===== src/rtl/vme_master_pkg.sv =====
`default_nettype none
// ============================================================================
// Module   : vme_master_pkg
// Brief    : Shared state encoding and command/result bit positions for the
//            A24/D16 VME cycle master.
// Revision : 1.0 - initial release
// ============================================================================
package vme_master_pkg;

    typedef enum logic [2:0] {
        IDLE      = 3'd0,
        SETUP     = 3'd1,
        STROBE    = 3'd2,
        WAIT_ACK  = 3'd3,
        RELEASE   = 3'd4,
        WAIT_IDLE = 3'd5
    } state_t;

    localparam int CMD_WR_BIT   = 24;
    localparam int CMD_RD_BIT   = 25;
    localparam int RES_BERR_BIT = 16;
    localparam int RES_TMO_BIT  = 17;

    // A24 non-privileged data access
    localparam logic [5:0] AM_A24_DATA = 6'h39;

    function automatic logic [15:0] sat_inc16(input logic [15:0] value);
        return (value == 16'hFFFF) ? value : value + 16'd1;
    endfunction

endpackage : vme_master_pkg
`default_nettype wire


===== src/rtl/vme_sync2.sv =====
`default_nettype none
// ============================================================================
// Module   : vme_sync2
// Brief    : Two-flop synchronizer of parameterized width with a reset value.
// Revision : 1.0 - initial release
// ============================================================================
module vme_sync2 #(
    parameter int               WIDTH     = 1,
    parameter logic [WIDTH-1:0] RESET_VAL = '0
) (
    input  logic             clk,
    input  logic             rst,
    input  logic [WIDTH-1:0] d,
    output logic [WIDTH-1:0] q
);

    logic [WIDTH-1:0] r_meta;
    logic [WIDTH-1:0] r_sync;

    always_ff @(posedge clk) begin
        if (rst) begin
            r_meta <= RESET_VAL;
            r_sync <= RESET_VAL;
        end else begin
            r_meta <= d;
            r_sync <= r_meta;
        end
    end

    assign q = r_sync;

endmodule : vme_sync2
`default_nettype wire


===== src/rtl/vme_cycle_master.sv =====
`default_nettype none
// ============================================================================
// Module   : vme_cycle_master
// Brief    : Runs one A24/D16 VME data-transfer cycle per accepted command and
//            returns read data or bus-error/timeout status.
// Revision : 1.0 - initial release
// ============================================================================
module vme_cycle_master
    import vme_master_pkg::*;
#(
    parameter logic [5:0]  AM_CODE     = AM_A24_DATA,
    parameter int unsigned SETUP_CYC   = 2,
    parameter int unsigned TIMEOUT_CYC = 1023
) (
    input  logic        clk,
    input  logic        rst,
    input  logic        start,
    input  logic [31:0] vme_cmd_reg,
    input  logic [31:0] vme_dat_reg_in,
    output logic        vme_cmd_rd,
    output logic        vme_dat_wr,
    output logic [31:0] vme_dat_reg_out,
    output logic [22:0] vme_addr,
    output logic [5:0]  vme_am,
    output logic        vme_as_b,
    output logic [1:0]  vme_ds_b,
    output logic        vme_write_b,
    output logic [15:0] vme_data_out,
    output logic        vme_data_oe,
    input  logic [15:0] vme_data_in,
    input  logic        vme_dtack_b,
    input  logic        vme_berr_b
);

    localparam logic [3:0]  c_setup_load = 4'(SETUP_CYC - 1);
    localparam logic [15:0] c_tmo_limit  = 16'(TIMEOUT_CYC);
    localparam logic [31:0] c_res_berr   = 32'h1 << RES_BERR_BIT;
    localparam logic [31:0] c_res_tmo    = 32'h1 << RES_TMO_BIT;

    state_t      r_state;
    state_t      w_state_next;
    logic        r_armed;
    logic [3:0]  r_setup_cnt;
    logic [15:0] r_tmo_cnt;
    logic [15:0] w_tmo_inc;
    logic        w_tmo_hit;
    logic        r_write;
    logic [22:0] r_addr;
    logic [5:0]  r_am;
    logic [15:0] r_wdata;
    logic [31:0] r_result;
    logic [1:0]  w_sync_q;
    logic        w_dtk;
    logic        w_berr;
    logic        w_is_rd;
    logic        w_is_wr;
    logic        w_accept;
    logic        w_unused_bits;

    vme_sync2 #(
        .WIDTH     (2),
        .RESET_VAL (2'b11)
    ) u_sync (
        .clk (clk),
        .rst (rst),
        .d   ({vme_dtack_b, vme_berr_b}),
        .q   (w_sync_q)
    );

    assign w_dtk    = w_sync_q[1];
    assign w_berr   = w_sync_q[0];
    assign w_is_rd  = vme_cmd_reg[CMD_RD_BIT];
    assign w_is_wr  = vme_cmd_reg[CMD_WR_BIT];
    // Commands with neither direction bit are consumed without a bus cycle
    assign w_accept = start && vme_cmd_rd && (w_is_rd || w_is_wr);

    // One counter serves both the acknowledge wait and the release wait
    assign w_tmo_inc = sat_inc16(r_tmo_cnt);
    assign w_tmo_hit = (w_tmo_inc >= c_tmo_limit);

    assign w_unused_bits = ^{vme_cmd_reg[31:26], vme_cmd_reg[0], vme_dat_reg_in[31:16]};

    always_ff @(posedge clk) begin
        if (rst) begin
            r_state <= IDLE;
            r_armed <= 1'b0;
        end else begin
            r_state <= w_state_next;
            r_armed <= 1'b1;
        end
    end

    always_comb begin
        w_state_next = r_state;
        case (r_state)
            IDLE:      if (w_accept) w_state_next = SETUP;
            SETUP:     if (r_setup_cnt == 4'd0) w_state_next = STROBE;
            STROBE:    w_state_next = WAIT_ACK;
            WAIT_ACK:  if (!w_dtk || !w_berr || w_tmo_hit) w_state_next = RELEASE;
            RELEASE:   w_state_next = WAIT_IDLE;
            WAIT_IDLE: if ((w_dtk && w_berr) || w_tmo_hit) w_state_next = IDLE;
            default:   w_state_next = IDLE;
        endcase
    end

    always_comb begin
        vme_cmd_rd  = 1'b0;
        vme_dat_wr  = 1'b0;
        vme_as_b    = 1'b1;
        vme_ds_b    = 2'b11;
        vme_write_b = 1'b1;
        vme_data_oe = 1'b0;
        case (r_state)
            IDLE: vme_cmd_rd = r_armed;
            SETUP: begin
                vme_write_b = !r_write;
                vme_data_oe = r_write;
            end
            STROBE: begin
                vme_as_b    = 1'b0;
                vme_write_b = !r_write;
                vme_data_oe = r_write;
            end
            WAIT_ACK: begin
                vme_as_b    = 1'b0;
                vme_ds_b    = 2'b00;
                vme_write_b = !r_write;
                vme_data_oe = r_write;
            end
            // WRITE stays valid until the slave has seen DS rise
            RELEASE: begin
                vme_dat_wr  = 1'b1;
                vme_write_b = !r_write;
            end
            WAIT_IDLE: vme_write_b = !r_write;
            default: ;
        endcase
    end

    always_ff @(posedge clk) begin
        if (rst) begin
            r_addr      <= '0;
            r_am        <= '0;
            r_wdata     <= '0;
            r_write     <= 1'b0;
            r_setup_cnt <= '0;
            r_tmo_cnt   <= '0;
            r_result    <= '0;
        end else begin
            case (r_state)
                IDLE: begin
                    if (w_accept) begin
                        r_addr      <= vme_cmd_reg[23:1];
                        r_am        <= AM_CODE;
                        r_wdata     <= vme_dat_reg_in[15:0];
                        r_write     <= !w_is_rd;
                        r_setup_cnt <= c_setup_load;
                    end
                end
                SETUP: begin
                    if (r_setup_cnt != 4'd0) r_setup_cnt <= r_setup_cnt - 4'd1;
                end
                STROBE: r_tmo_cnt <= '0;
                WAIT_ACK: begin
                    r_tmo_cnt <= w_tmo_inc;
                    if (!w_dtk) begin
                        r_result <= {16'h0000, (r_write ? r_wdata : vme_data_in)};
                    end else if (!w_berr) begin
                        r_result <= c_res_berr;
                    end else if (w_tmo_hit) begin
                        r_result <= c_res_tmo;
                    end
                end
                RELEASE:   r_tmo_cnt <= '0;
                WAIT_IDLE: r_tmo_cnt <= w_tmo_inc;
                default: ;
            endcase
        end
    end

    assign vme_addr        = r_addr;
    assign vme_am          = r_am;
    assign vme_data_out    = r_wdata;
    assign vme_dat_reg_out = r_result;

endmodule : vme_cycle_master
`default_nettype wire


===== config.mk =====
export PLATFORM = sky130hd
export DESIGN_NAME = vme_cycle_master
export DESIGN_NICKNAME = d
export VERILOG_FILES = /design/src/rtl/vme_master_pkg.sv /design/src/rtl/vme_sync2.sv /design/src/rtl/vme_cycle_master.sv
export SDC_FILE = /design/constraint.sdc
export NUM_CORES = 1
export LEC_CHECK = 0
export ABC_CLOCK_PERIOD_IN_PS = 6600
export BUFFER_PORTS_ARGS = -buffer_cell sky130_fd_sc_hd__buf_2
export CORE_UTILIZATION = 45
export DETAILED_ROUTE_END_ITERATION = 10
export PLACE_DENSITY = 0.72
export SLEW_MARGIN = 10
export SYNTH_ARGS = -nofsm -noshare
export SYNTH_HDL_FRONTEND = slang
export SYNTH_SLANG_ARGS = --single-unit

===== constraint.sdc =====
create_clock -name clk -period 6.6 [get_ports clk]
set_input_delay 1.32 -clock clk [delete_from_list [all_inputs] [get_ports clk]]
set_output_delay 1.32 -clock clk [all_outputs]
set_load 0.01 [all_outputs]

== Yosys cells after proc, flatten, opt, wreduce, memory -nomap -nowiden ==
Cells that the tools add are included.
W data, S select, Z words.

* Reduce and logical (&&, ||, !) cells: 25
* Eq/ne operators: 12
* Magnitude comparators: 1
* Add/sub/neg operators: 2
* Multiplexer cells: 21

{| class="wikitable"
|+ Operator list
! operator !! count
|-
| $mux W32 || 3
|-
| $mux W16 || 2
|-
| $pmux W16 S2 || 1
|-
| $pmux W3 S6 || 1
|-
| $add A16 B1 Y16 const B || 1
|-
| $eq A16 B16 Y1 const B || 1
|-
| $ge A16 B10 Y1 const B || 1
|-
| $mux W3 || 4
|-
| $ne A2 B2 Y1 const B || 5
|-
| $mux W4 || 2
|-
| $pmux W4 S2 || 1
|-
| $eq A3 B2 Y1 const B || 2
|-
| $eq A3 B3 Y1 const B || 2
|-
| $mux W1 || 6
|-
| $reduce_or A2 Y1 || 3
|-
| $reduce_or A5 Y1 || 1
|-
| $logic_not A1 Y1 || 4
|-
| $logic_not A4 Y1 || 1
|-
| $logic_or A1 B1 Y1 || 4
|-
| $reduce_and A2 Y1 || 2
|-
| $reduce_and A4 Y1 || 1
|-
| $reduce_bool A2 Y1 || 2
|-
| $reduce_bool A4 Y1 || 1
|-
| $sub A4 B1 Y4 const B || 1
|-
| other kinds (7) || 9
|}

* Output and inout bits: 84
* Word-level logic and storage cells: 72
* Input port bits: 85
* Register bits after elaboration: 101

== Longest topological paths before layout ==
Gate-level depths: netlist (run 1).

* Depth in word-level cells: 6
* Gate-level depth with buffers: 9
* Depth with buffers taken out: 7

== Hierarchy ==
A second synthesis (run 1) with hierarchy kept.

* Cells, all modules: 503
* Area total of the unflattened synthesis: 4,186.5 um^2

{| class="wikitable"
|+ By module, submodules not included
! module !! seq. area each (um^2) !! cells each !! instances !! area an instance (um^2)
|-
| vme_cycle_master || 1,661.6 || 495 || 1 || 4,081.4
|-
| vme_sync2 || 80.1 || 8 || 1 || 105.1
|}

== Worst setup path after synthesis (run 1) ==
OpenSTA, ideal clock, no wires.

* Path type: register to output
* Start: register r_write
* End: output port vme_data_oe
* Required time: 5.280 ns
* Path buffers: 2
* Data arrival time: 1.522 ns
* Cell stages (with the launch flop): 4
* Slack: 3.758 ns
* Path through: dfxtp_1 -> clkbuf_1 -> clkbuf_1 -> nor3b_1

* Longest elaborated chain between the ends: 1

{| class="wikitable"
|+ Ends and longest elaborated chain
! element !! line !! text
|-
| from (decl) || vme_cycle_master.sv:47 || <nowiki>logic r_write;</nowiki>
|-
| from (signal assigned) || vme_cycle_master.sv:156 || <nowiki>r_write <= !w_is_rd;</nowiki>
|-
| $mux W1 || vme_cycle_master.sv:113 || <nowiki>case (r_state)</nowiki>
|-
| to (decl) || vme_cycle_master.sv:29 || <nowiki>output logic vme_data_oe,</nowiki>
|}

Every way passes these cells.

== Worst setup path after layout (run 1) ==
* Start: register r_tmo_cnt[0]
* End: register r_result[1], in the netlist vme_dat_reg_out[1]

* Longest elaborated chain between the ends: 5
* Elaborated cells on any way between the ends: 6
* Those cells by class: add/sub: 1; order compare: 1; eq/ne: 2; mux: 1; reduce/logical: 1

{| class="wikitable"
|+ Ends and longest elaborated chain
! element !! line !! text
|-
| from (decl) || vme_cycle_master.sv:44 || <nowiki>logic [15:0] r_tmo_cnt;</nowiki>
|-
| from (signal assigned) || vme_cycle_master.sv:165 || <nowiki>r_tmo_cnt <= w_tmo_inc;</nowiki>
|-
| from (signal assigned) || vme_cycle_master.sv:175 || <nowiki>WAIT_IDLE: r_tmo_cnt <= w_tmo_inc;</nowiki>
|-
| $add A16 B1 Y16 / $eq A16 B16 Y1 (equally long branches) || vme_master_pkg.sv:28 || <nowiki>return (value == 16'hFFFF) ? value : value + 16'd1;</nowiki>
|-
| $mux W16 (*) || vme_master_pkg.sv:28 ||
|-
| $ge A16 B10 Y1 (*) || vme_cycle_master.sv:79 || <nowiki>assign w_tmo_hit = (w_tmo_inc >= c_tmo_limit);</nowiki>
|-
| $ne A3 B3 Y1 (no line) (*) || - ||
|-
| $reduce_and A2 Y1 (no line) (*) || - ||
|-
| to (signal assigned) || vme_cycle_master.sv:167 || <nowiki>r_result <= {16'h0000, (r_write ? r_wdata : vme_data_in)};</nowiki>
|-
| to (signal assigned) || vme_cycle_master.sv:169 || <nowiki>r_result <= c_res_berr;</nowiki>
|-
| to (signal assigned) || vme_cycle_master.sv:171 || <nowiki>r_result <= c_res_tmo;</nowiki>
|-
| to (decl) || vme_cycle_master.sv:51 || <nowiki>logic [31:0] r_result;</nowiki>
|}

Mark *: on every way between the ends. The rest lies on a longest branch, timed or not.
A chain may end at the register's enable or synchronous reset.

==> results.md, run 1 <==
* Status: completed
* Post-synthesis xor/xnor area fraction at 1.45%
* Crit end category: flop
* Multiplexer share of the synthesized area at 4.07%
* CTS Buffer Depth at 2
* Final Net Count at between 600 and 700
* Area after DPL at approximately 4800 sq um
* Io pins at 169
* Height of the die at 98.8 microns
* Max IR drop VDD at 0.162 mV
* Skew-Pair Late Insertion Delay at 0.36 ns
* Final std cell area, no fill at 4960 sq um
* Synth Flop Type: dfxtp_1
* Post-synthesis adder-cell area fraction at 0.594%
* Clock Tree Root: clkbuf_8
* Worst-path clk slew at 0.09 ns
* Final setup fails at 0
* DR vias at about 3800
* Slew Viols, Final at 0
* P_int at ~0.8 mW
* Hold crit path type: flop to flop
* CP Launch Type: flop
* Worst hold slack at ~0.42 ns
* Area Overhead vs Synth at 17.6%
* Clock Power Share at between 30% and 40%
* CP required at 6.79 ns
* H-tree levels at 3
* Fin crit period at 3.31 ns
* ANT nets after route at 0
* Hold path cells at 1
* Worst hold start: u_sync.r_meta[0]
* Post-DP HPWL at 7420 microns
* Critical-path maximum fanout at 17
* Mapped Area at 4210 sq um
* Main area contributors after synthesis: dfxtp_1, nand2_1, a21oi_1
* CTS tree: built
* TritonRoute pass-1 iters at 4
* Number of global-route vias before repair at 3584
* Reg2Reg Launch Point: r_tmo_cnt[0]
* Syn Area/Cell at 8.53 sq um
* Compound-cell area share of the yosys netlist at 22.4%
* Number of CTS-inserted buffers at 9
* Flop pwr share at 50.9%
* Max_slew headroom at 26.9%
* Fmax at 302 MHz
* Yosys warns at 0
* Post-synth ARST share at 0%
* Antenna Cells at 0
* Global route overflow at 0
* Fill cells at approximately 800
* Core Area at 8890 sq um
* Hold_buf cts at 0
* Cells after Synth at between 400 and 500
* Final Hold Violating Endpoints at 0
* Leakage at 2.02 nW
* CP Cell Sequence: ha_1 -> nand3_2 -> or4_1 -> o32ai_2 -> o2111ai_4 -> a41oi_4 -> o32ai_1
* Register area share after synthesis at 41.3%
* GP Congestion at 0.833
* Total of max-cap violations at 0
* #FFs+latches synth at 87
* CP arrival at 3.50 ns
* Global-route usage over all layers at around 21%
* # clock sinks at 87
* Clock skew at 0.0150 ns
* First-pass GRT wire length at ~17000 microns
* Post-synthesis simple-gate area fraction at just over 20%
* Yosys top cell area share at 41.3%
* Post-synth EDFFs at 0
* Slowest stage delay, CP at 0.78 ns
* Rows at 34
* Top-count cell post-synth: nand2_1
* Power density over the cells at 231 nW/um^2
* Buf+Inv Stages, Crit Path at 0
* PostCTS Resize Cnt at 0
* WL final at roughly 10000 microns
* P_sw at 0.341 mW
* Routed len/inst at 14.5 microns
* Sw Ratio at 29.9%
* Die W at just under 100 microns
* Starting DRT DRC Count at 210
* Largest family of logic cells by synthesized area: compound AO/OA/AOI/OAI gates
* RSZ-0062 raised after global routing: false
* Setup bufs post-CTS at 0
* Initial antenna violation count at 0
* Worst r2r dst: vme_dat_reg_out[1]
* Most common library cells after synthesis: nand2_1, dfxtp_1, a21oi_1, nor2_1, clkbuf_1
* WHS Endpoint: u_sync.q[0]
* Fin crit share at 50.1%
* Combinational share of power at 16.5%
* Initial core utilization at 47.4%
* R2R cell count at 7
* DRC at 0
* Tightest Pin Transition at 1.09 ns
* DIE AREA at 9760 sq um
* Fraction of layout cells with a size suffix above 1 at 29.1%
* Area leader, netlist: dfxtp_1
* Vias/cell at about 5.4
* Reg2Reg Setup Slack at between 3 and 4 ns
* CP Class: flop to flop
* Critical path's slowest cell: or4_1
* Yosys cell types at 62
* Util after Layout at about 56%
* Crit path max-delay family: compound AO/OA/AOI/OAI gates
* Largest net degree at the start of global routing at 65
* Setup TNS at 0 ns
* PortBufs at 129
==> layout by cell type, fill, tap and decap left out, types with 4 or more instances in the layout <==
master    count
inv_1        21
nand4_1       7
nor2_1       28
o32ai_2      10
nor3_1       15
o32ai_1       7
a21o_1        5
xor2_1        4
or2_2         4
buf_2       129
nand3_1       4
dfxtp_1      87
o21ai_0       7
conb_1       16
nand2_1      94
mux2i_1      16
a21oi_1      62
clkbuf_8      9
==> cell families after synthesis <==
group / count (synthesis)
compound gates: 121
mux: 17
simple gates: 182
xor+xnor: 7
other cells: 1
fa+ha+maj: 2
flops: 87
buf+inv: 77
==> per-layer routing <==
layer  GRT usage, %  wire (microns)
met1           25.8            4310
met2           35.6            4930
met3           6.24             777
met4           9.53             275
met5              0               0
==> final cells by class <==
class / instances / area [sq um] / area share (%)
inverter: 21 / 78.8 / 1.59
tap: 108 / 135 / 2.73
multi-input combinational: 345 / 2140 / 43.1
clock inverter: 7 / 71.3 / 1.44
timing repair buffer: 132 / 668 / 13.5
clock buffer: 9 / 124 / 2.50
sequential: 87 / 1740 / 35.1
==> worst max path at each step <==
stage	depth (start not counted)	start	slack, ns	end
after global placement	7	r_tmo_cnt[0]	3.44	vme_dat_reg_out[2]
after global routing	7	r_tmo_cnt[0]	3.12	vme_dat_reg_out[1]
after detailed placement	7	r_tmo_cnt[0]	3.33	vme_dat_reg_out[1]
final	7	r_tmo_cnt[0]	3.29	vme_dat_reg_out[1]
after CTS	7	r_tmo_cnt[0]	3.31	vme_dat_reg_out[1]
after floorplan	3	r_write	3.76	vme_data_oe
==> power by group through the flow <==
stage               combinational (mW)  sequential (mW)  clock, mW
finish                           0.188            0.582      0.373
global route                     0.211            0.587      0.402
CTS                              0.190            0.582      0.379
detailed placement               0.189            0.594          0
global placement                 0.185            0.593          0
floorplan                        0.137            0.584          0
==> metrics by stage <==
| step | power (mW) | instances | worst slack [ns] |
|---|---|---|---|
| 6_report | 1.14 | 709 | 3.29 |
| 3_3_place_gp | 0.777 | 693 | 3.44 |
| 4_1_cts | 1.15 | 709 | 3.31 |
| 2_1_floorplan | 0.721 | 509 | 3.76 |
| 5_1_grt | 1.20 | 709 | 3.12 |
| 3_5_place_dp | 0.783 | 693 | 3.33 |
==> flip-flops by register name, indices dropped and copies added (netlist names) <==
name	cells
r_armed	1
r_setup_cnt	4
u_sync.r_meta	2
u_sync.q	2
r_write	1
vme_am	1
r_state	3
vme_addr	23
vme_dat_reg_out	18
r_tmo_cnt	16
vme_data_out	16
Note: power is estimated with default switching activity, not from simulation.
==> run 2, diff against run 1 <==
Settings changed: ABC_AREA from default to 1, ABC_CLOCK_PERIOD_IN_PS 6600 to 3110.
Clock period 6.6 ns to 3.11 ns, I/O delays scaled along.
==> results.md, run 2 <==
* Status: complete, but fails checks
* Failing checks: DRC
* CP arrival at 2.75 ns
* Max_slew headroom at 40.1%
* PostCTS Resize Cnt at 0
* Setup bufs post-CTS at 0
* CP required at 3.40 ns
* Yosys top cell area share at between 40% and 50%
* CTS Buffer Depth at 2
* Met2 Use GR at 37.7%
* Antenna Cells at 0
* DIE AREA at approximately 9600 sq um
* Most common library cells after synthesis: nand2_1, dfxtp_1, a21oi_1, inv_1, nor2_1
* Skew-Pair Late Insertion Delay at ~0.36 ns
* Global Route met3 Usage at 5.44%
* CP Class: flop to flop
* Fmax at around 400 MHz
* Height of the die at 98.0 microns
* Post-synth ARST share at 0%
* Final setup margin at 0.652 ns
* Worst hold start: u_sync.r_meta[0]
* Global route overflow at 0
* Total of max-cap violations at 0
* PortBufs at 129
* Clock Tree Root: clkbuf_8
* Global-route usage over all layers at 22.2%
* Clock skew at 0.0134 ns
* GP Congestion at ~0.84
* Worst r2r dst: vme_dat_reg_out[4]
* Starting DRT DRC Count at 98
* Tightest Pin Transition at roughly 0.9 ns
* Max reg flops at 23
* Worst Setup SP: r_tmo_cnt[0]
* Core Area at 8810 sq um
* Fraction of layout cells with a size suffix above 1 at between 20% and 30%
* Area after DPL at 4760 sq um
* RSZ-0062 raised after global routing: false
* CTS tree: built
* R2R cell count at 15
* # clock sinks at just under 90
* Leakage at 2.30 nW
* WHS Endpoint: u_sync.q[0]
* Top-count cell post-synth: nand2_1
* Mapped Area at 4140 sq um
* Die W at 98.0 microns
* Crit end category: flop
* Post-DP HPWL at 7360 microns
* Met1 usage at 26.2%
* Largest net degree at the start of global routing at 58
* Post-Layout Cell Count at 814
* DR vias at ~4000
* Register area share after synthesis at 42.0%
* Power density over the cells at 586 nW/um^2
* Initial antenna violation count at 0
* Hold_buf cts at 0
* Reg2Reg Setup Slack at 0.65 ns
* H-tree levels at 3
* Setup TNS at 0 ns
* Yosys cell types at 37
* Hold crit path type: flop to flop
* Cells after Synth at 583
* Rows at 34
* Slew Viols, Final at 0
* CP Launch Type: flop
* Synth Flop Type: dfxtp_1
* Main area contributors after synthesis: dfxtp_1, nand2_1, a21oi_1
* Vias/cell at between 4 and 5
* Final Hold Violating Endpoints at 0
* Most frequent cells in the layout: nand2_1, buf_2, dfxtp_1, a21oi_1, inv_1
* Commonest non-fill, non-tap cell in the layout: nand2_1
* DP Worst Slack at around 0.67 ns
* Area Overhead vs Synth at 20.5%
* WL final at 10200 microns
* Number of global-route vias before repair at just under 4000
* Reg2Reg Launch Point: r_tmo_cnt[0]
* Final setup fails at 0
* Critical-path maximum fanout at 18
* #FFs+latches synth at 87
* ANT nets after route at 0
* Placed cells at 798
* Fin crit share at 79.0%
* Syn Area/Cell at 7.11 sq um
* Routed len/inst at ~13 microns
* Number of CTS-inserted buffers at 9
* Grt peak-use layer: met2
* Power, Total at ~2.9 mW
* Post-synth EDFFs at 0
* TritonRoute pass-1 iters at 7
* Area leader, netlist: dfxtp_1
* Io pins at 169
* Final Net Count at a little under 800
* Initial core utilization at 47.0%
* DRC at 6
* Max IR drop VDD at slightly below 0.3 mV
* Fin crit period at 2.46 ns
* Final std cell area, no fill at 4990 sq um
* Worst-path clk slew at 0.09 ns
* Hold path cells at 1
* First-pass GRT wire length at 17400 microns
* Yosys warns at 0
## run 2: changes by cell type after synthesis, moves of 16 or more
cell / delta
nor2_1: +19
a21oi_1: +18
mux2i_1: -16
nand2_1: +51
o21ai_0: +35
nand3_1: +18
inv_1: +29
## run 2: cell families (layout without fill, tap and decap cells)
logic type / count (synthesis) / in the layout / share of synthesized area, %
compound gates: 134 / 134 / 17.0
fa+ha+maj: 2 / 2 / 0.604
xor+xnor: 8 / 8 / 1.69
other cells: 1 / 16 / 0.0905
simple gates: 251 / 251 / 26.8
flops: 87 / 87 / 42.0
buf+inv: 100 / 208 / 11.8
## run 2: worst max-delay path by stage
stage / end / cells past startpoint
4_1_cts: vme_dat_reg_out[4] / 15
3_5_place_dp: vme_dat_reg_out[4] / 16
2_1_floorplan: vme_dat_reg_out[15] / 17
6_report: vme_dat_reg_out[4] / 15
5_1_grt: r_setup_cnt[1] / 11
3_3_place_gp: vme_dat_reg_out[4] / 16
## run 2: metrics by stage
step                      hold slack, ns  utilization [%]
after detailed placement           0.392             54.1
final                              0.402             56.7
after global routing               0.412             56.7
after floorplan                    0.389                -
after CTS                          0.407             56.7
after global placement             0.393             54.1
## run 2: layout make-up
cell class | instances | area (sq um)
Inverter | 55 | 211
Fill cell | 817 | 3810
Clock inverter | 6 | 91.3
Clock buffer | 10 | 138
Multi-Input combinational cell | 411 | 1970
Tap cell | 108 | 135
Timing Repair Buffer | 137 | 706
Sequential cell | 87 | 1740
## run 2: layer usage
layer  vias to the layer above  share of wire, %
li1                       2065                 -
met1                      1829                43
met2                       127                48
met3                        22               6.5
met4                         0               2.1
met5                         -                 0
## run 2: power breakdown
part	leakage, nW	total [mW]	switching, mW	internal (mW)
combinational	1.47	0.750	0.485	0.264
sequential	0.707	1.27	0.0556	1.22
clock	0.117	0.906	0.427	0.479
total	2.30	2.93	0.968	1.96
## run 2: worst max-delay path: stages (launching register included)
cell,delay (ns)
dfxtp_1,0.44
ha_1,0.31
nand2_2,0.10
nor2_4,0.16
nand2_4,0.09
nor2_2,0.16
nand3_1,0.09
nand2_1,0.09
nand3_1,0.10
nor2_2,0.11
nand2_2,0.08
nand3_2,0.09
nand2_4,0.15
inv_6,0.18
nand2_1,0.07
a21oi_1,0.14
==> run 3, diff against run 2 <==
Settings changed: ABC_AREA 1 to 0, ABC_CLOCK_PERIOD_IN_PS 3110 to 2360.
Clock period 3.11 ns to 2.36 ns, I/O delays scaled along.
==> results.md, run 3 (synthesis results as in run 1) <==
* Slew Viols, Final at 0
* Total of max-cap violations at 0
* Core Area at a little under 9000 sq um
* Number of CTS-inserted buffers at 9
* Sw Ratio at 30.5%
* Rows at 34
* Max_slew headroom at between 40% and 50%
* Fraction of layout cells with a size suffix above 1 at 37.8%
* DRC at 0
* Fin crit period at ~2.3 ns
* Global-route usage over all layers at ~22%
* Tightest Pin Transition at 0.806 ns
* Final Hold Violating Endpoints at 0
* Height of the die at 98.8 microns
* Post-DP HPWL at 7790 microns
* Fill cells at 817
* Worst-path clk slew at 0.09 ns
* ANT nets after route at 0
* Antenna Cells at 0
* Critical path's slowest cell: or4_4
* Die W at 98.8 microns
* Fmax at 426 MHz
* TritonRoute pass-1 iters at 4
* DIE AREA at 9760 sq um
* Fin crit share at 99.4%
* PortBufs at 129
* Vias/cell at 5.22
* Hold crit path type: primary input to flop
* WL final at 10800 microns
* Routed len/inst at 14.2 microns
* Max reg flops at 23
* Final std cell area, no fill at around 5500 sq um
* Largest net degree at the start of global routing at 68
* DP Worst Slack at -0.0317 ns
* Area Overhead vs Synth at 30.3%
* Hold_buf cts at 0
* RSZ-0062 raised after global routing: true
* Leakage at between 2 and 2.5 nW
* H-tree levels at 3
* First-pass GRT wire length at 17400 microns
* Area after DPL at 5160 sq um
* CP Launch Type: flop
* Starting DRT DRC Count at 128
* Crit end category: flop
* Flop pwr share at 50.1%
* Initial core utilization at a little under half
* Clock Power Share at between 30% and 40%
* Max IR drop VDD at approximately 0.43 mV
* Initial antenna violation count at 0
* Power density over the cells at 583 nW/um^2
* P_int at roughly 2.2 mW
* Clock Tree Root: clkbuf_8
* CP arrival at 2.60 ns
* Most frequent cells in the layout: buf_2, nand2_1, dfxtp_1, a21oi_1, buf_4
* Buf+Inv Stages, Crit Path at 2
* Crit path max-delay family: compound AO/OA/AOI/OAI gates
* CTS Buffer Depth at 2
* P_sw at around 0.98 mW
* Clock skew at 0.0111 ns
* Io pins at 169
* Number of global-route vias before repair at between 3000 and 4000
* Combinational share of power at between 10% and 20%
* Post-Layout Cell Count at 762
* # clock sinks at 87
* CP Cell Sequence: ha_4 -> nand3_4 -> buf_4 -> or4_4 -> o211a_1 -> o2111ai_4 -> a41oi_4 -> buf_6 -> o32ai_2
* Final setup fails at 0
* Critical-path maximum fanout at 8
* CTS tree: built
* GP Congestion at 0.869
* Power, Total at between 3 and 4 mW
* Setup TNS at 0 ns
* CP required at around 2.6 ns
* Util after Layout at 61.7%
* Slowest stage delay, CP at 0.47 ns
* DR vias at 3977
* CP Class: flop to flop
* Commonest non-fill, non-tap cell in the layout: buf_2
* Status: completed
* Final setup margin at 0.0150 ns
* Placed cells at ~740
* Global route overflow at 0
* Final Net Count at 736
* Skew-Pair Late Insertion Delay at 0.36 ns
* Worst hold slack at 0.300 ns
## run 3: changes by cell type in the layout (fill, tap and decap cells not counted), moves of 10 or more
| cell | previous run | this run |
|---|---|---|
| a21oi_1 | 80 | 62 |
| buf_4 | 8 | 50 |
| dfxtp_1 | 87 | 75 |
| dfxtp_2 | 0 | 10 |
| inv_1 | 50 | 21 |
| mux2i_1 | 0 | 16 |
| nand2_1 | 145 | 94 |
| nand3_1 | 22 | 4 |
| nor2_1 | 47 | 28 |
| nor3_1 | 3 | 14 |
| o21ai_0 | 43 | 6 |
| o32ai_2 | 0 | 10 |
## run 3: power by group through the flow
stage               clock network (mW)  logic (mW)  registers, mW
finish                           0.979       0.617           1.60
global route                      1.06       0.678           1.61
CTS                               1.01       0.618           1.60
detailed placement                   0       0.611           1.64
global placement                     0       0.597           1.63
floorplan                            0       0.383           1.63
## run 3: routing by layer
layer  part of all wire, %  GRT usage (%)  wire length (microns)
met3                   6.4           6.45                    690
met5                     0              0                      0
met2                    51           38.9                   5510
met1                    41           25.3                   4490
met4                   1.4           9.07                    150
## run 3: timing repair
action                                 CTS  global route
endpoints found under the hold margin    0             0
setup endpoints to repair                9            20
gates resized for setup                  8            15
buffers inserted                         7             2
pin swaps                                7             5
## run 3: final cells by class
cell class                 count  area, sq um  area share [%]
clock inverter                 5         40.0           0.729
sequential                    87         1760            32.1
clock buffer                  11          141            2.58
tap                          108          135            2.46
multi-input combinational    345         2230            40.6
inverter                      21         78.8            1.44
timing repair buffer         185         1110            20.2
## run 3: path summary, 6_finish.rpt
check	to	slack (ns)	cells after the start	start
max	vme_dat_reg_out[10]	0.02	9	r_tmo_cnt[0]
min	u_sync.r_meta[0]	0.30	2	vme_berr_b
max reg2reg	vme_dat_reg_out[10]	0.02	9	r_tmo_cnt[0]
min reg2reg	u_sync.q[1]	0.42	1	u_sync.r_meta[1]
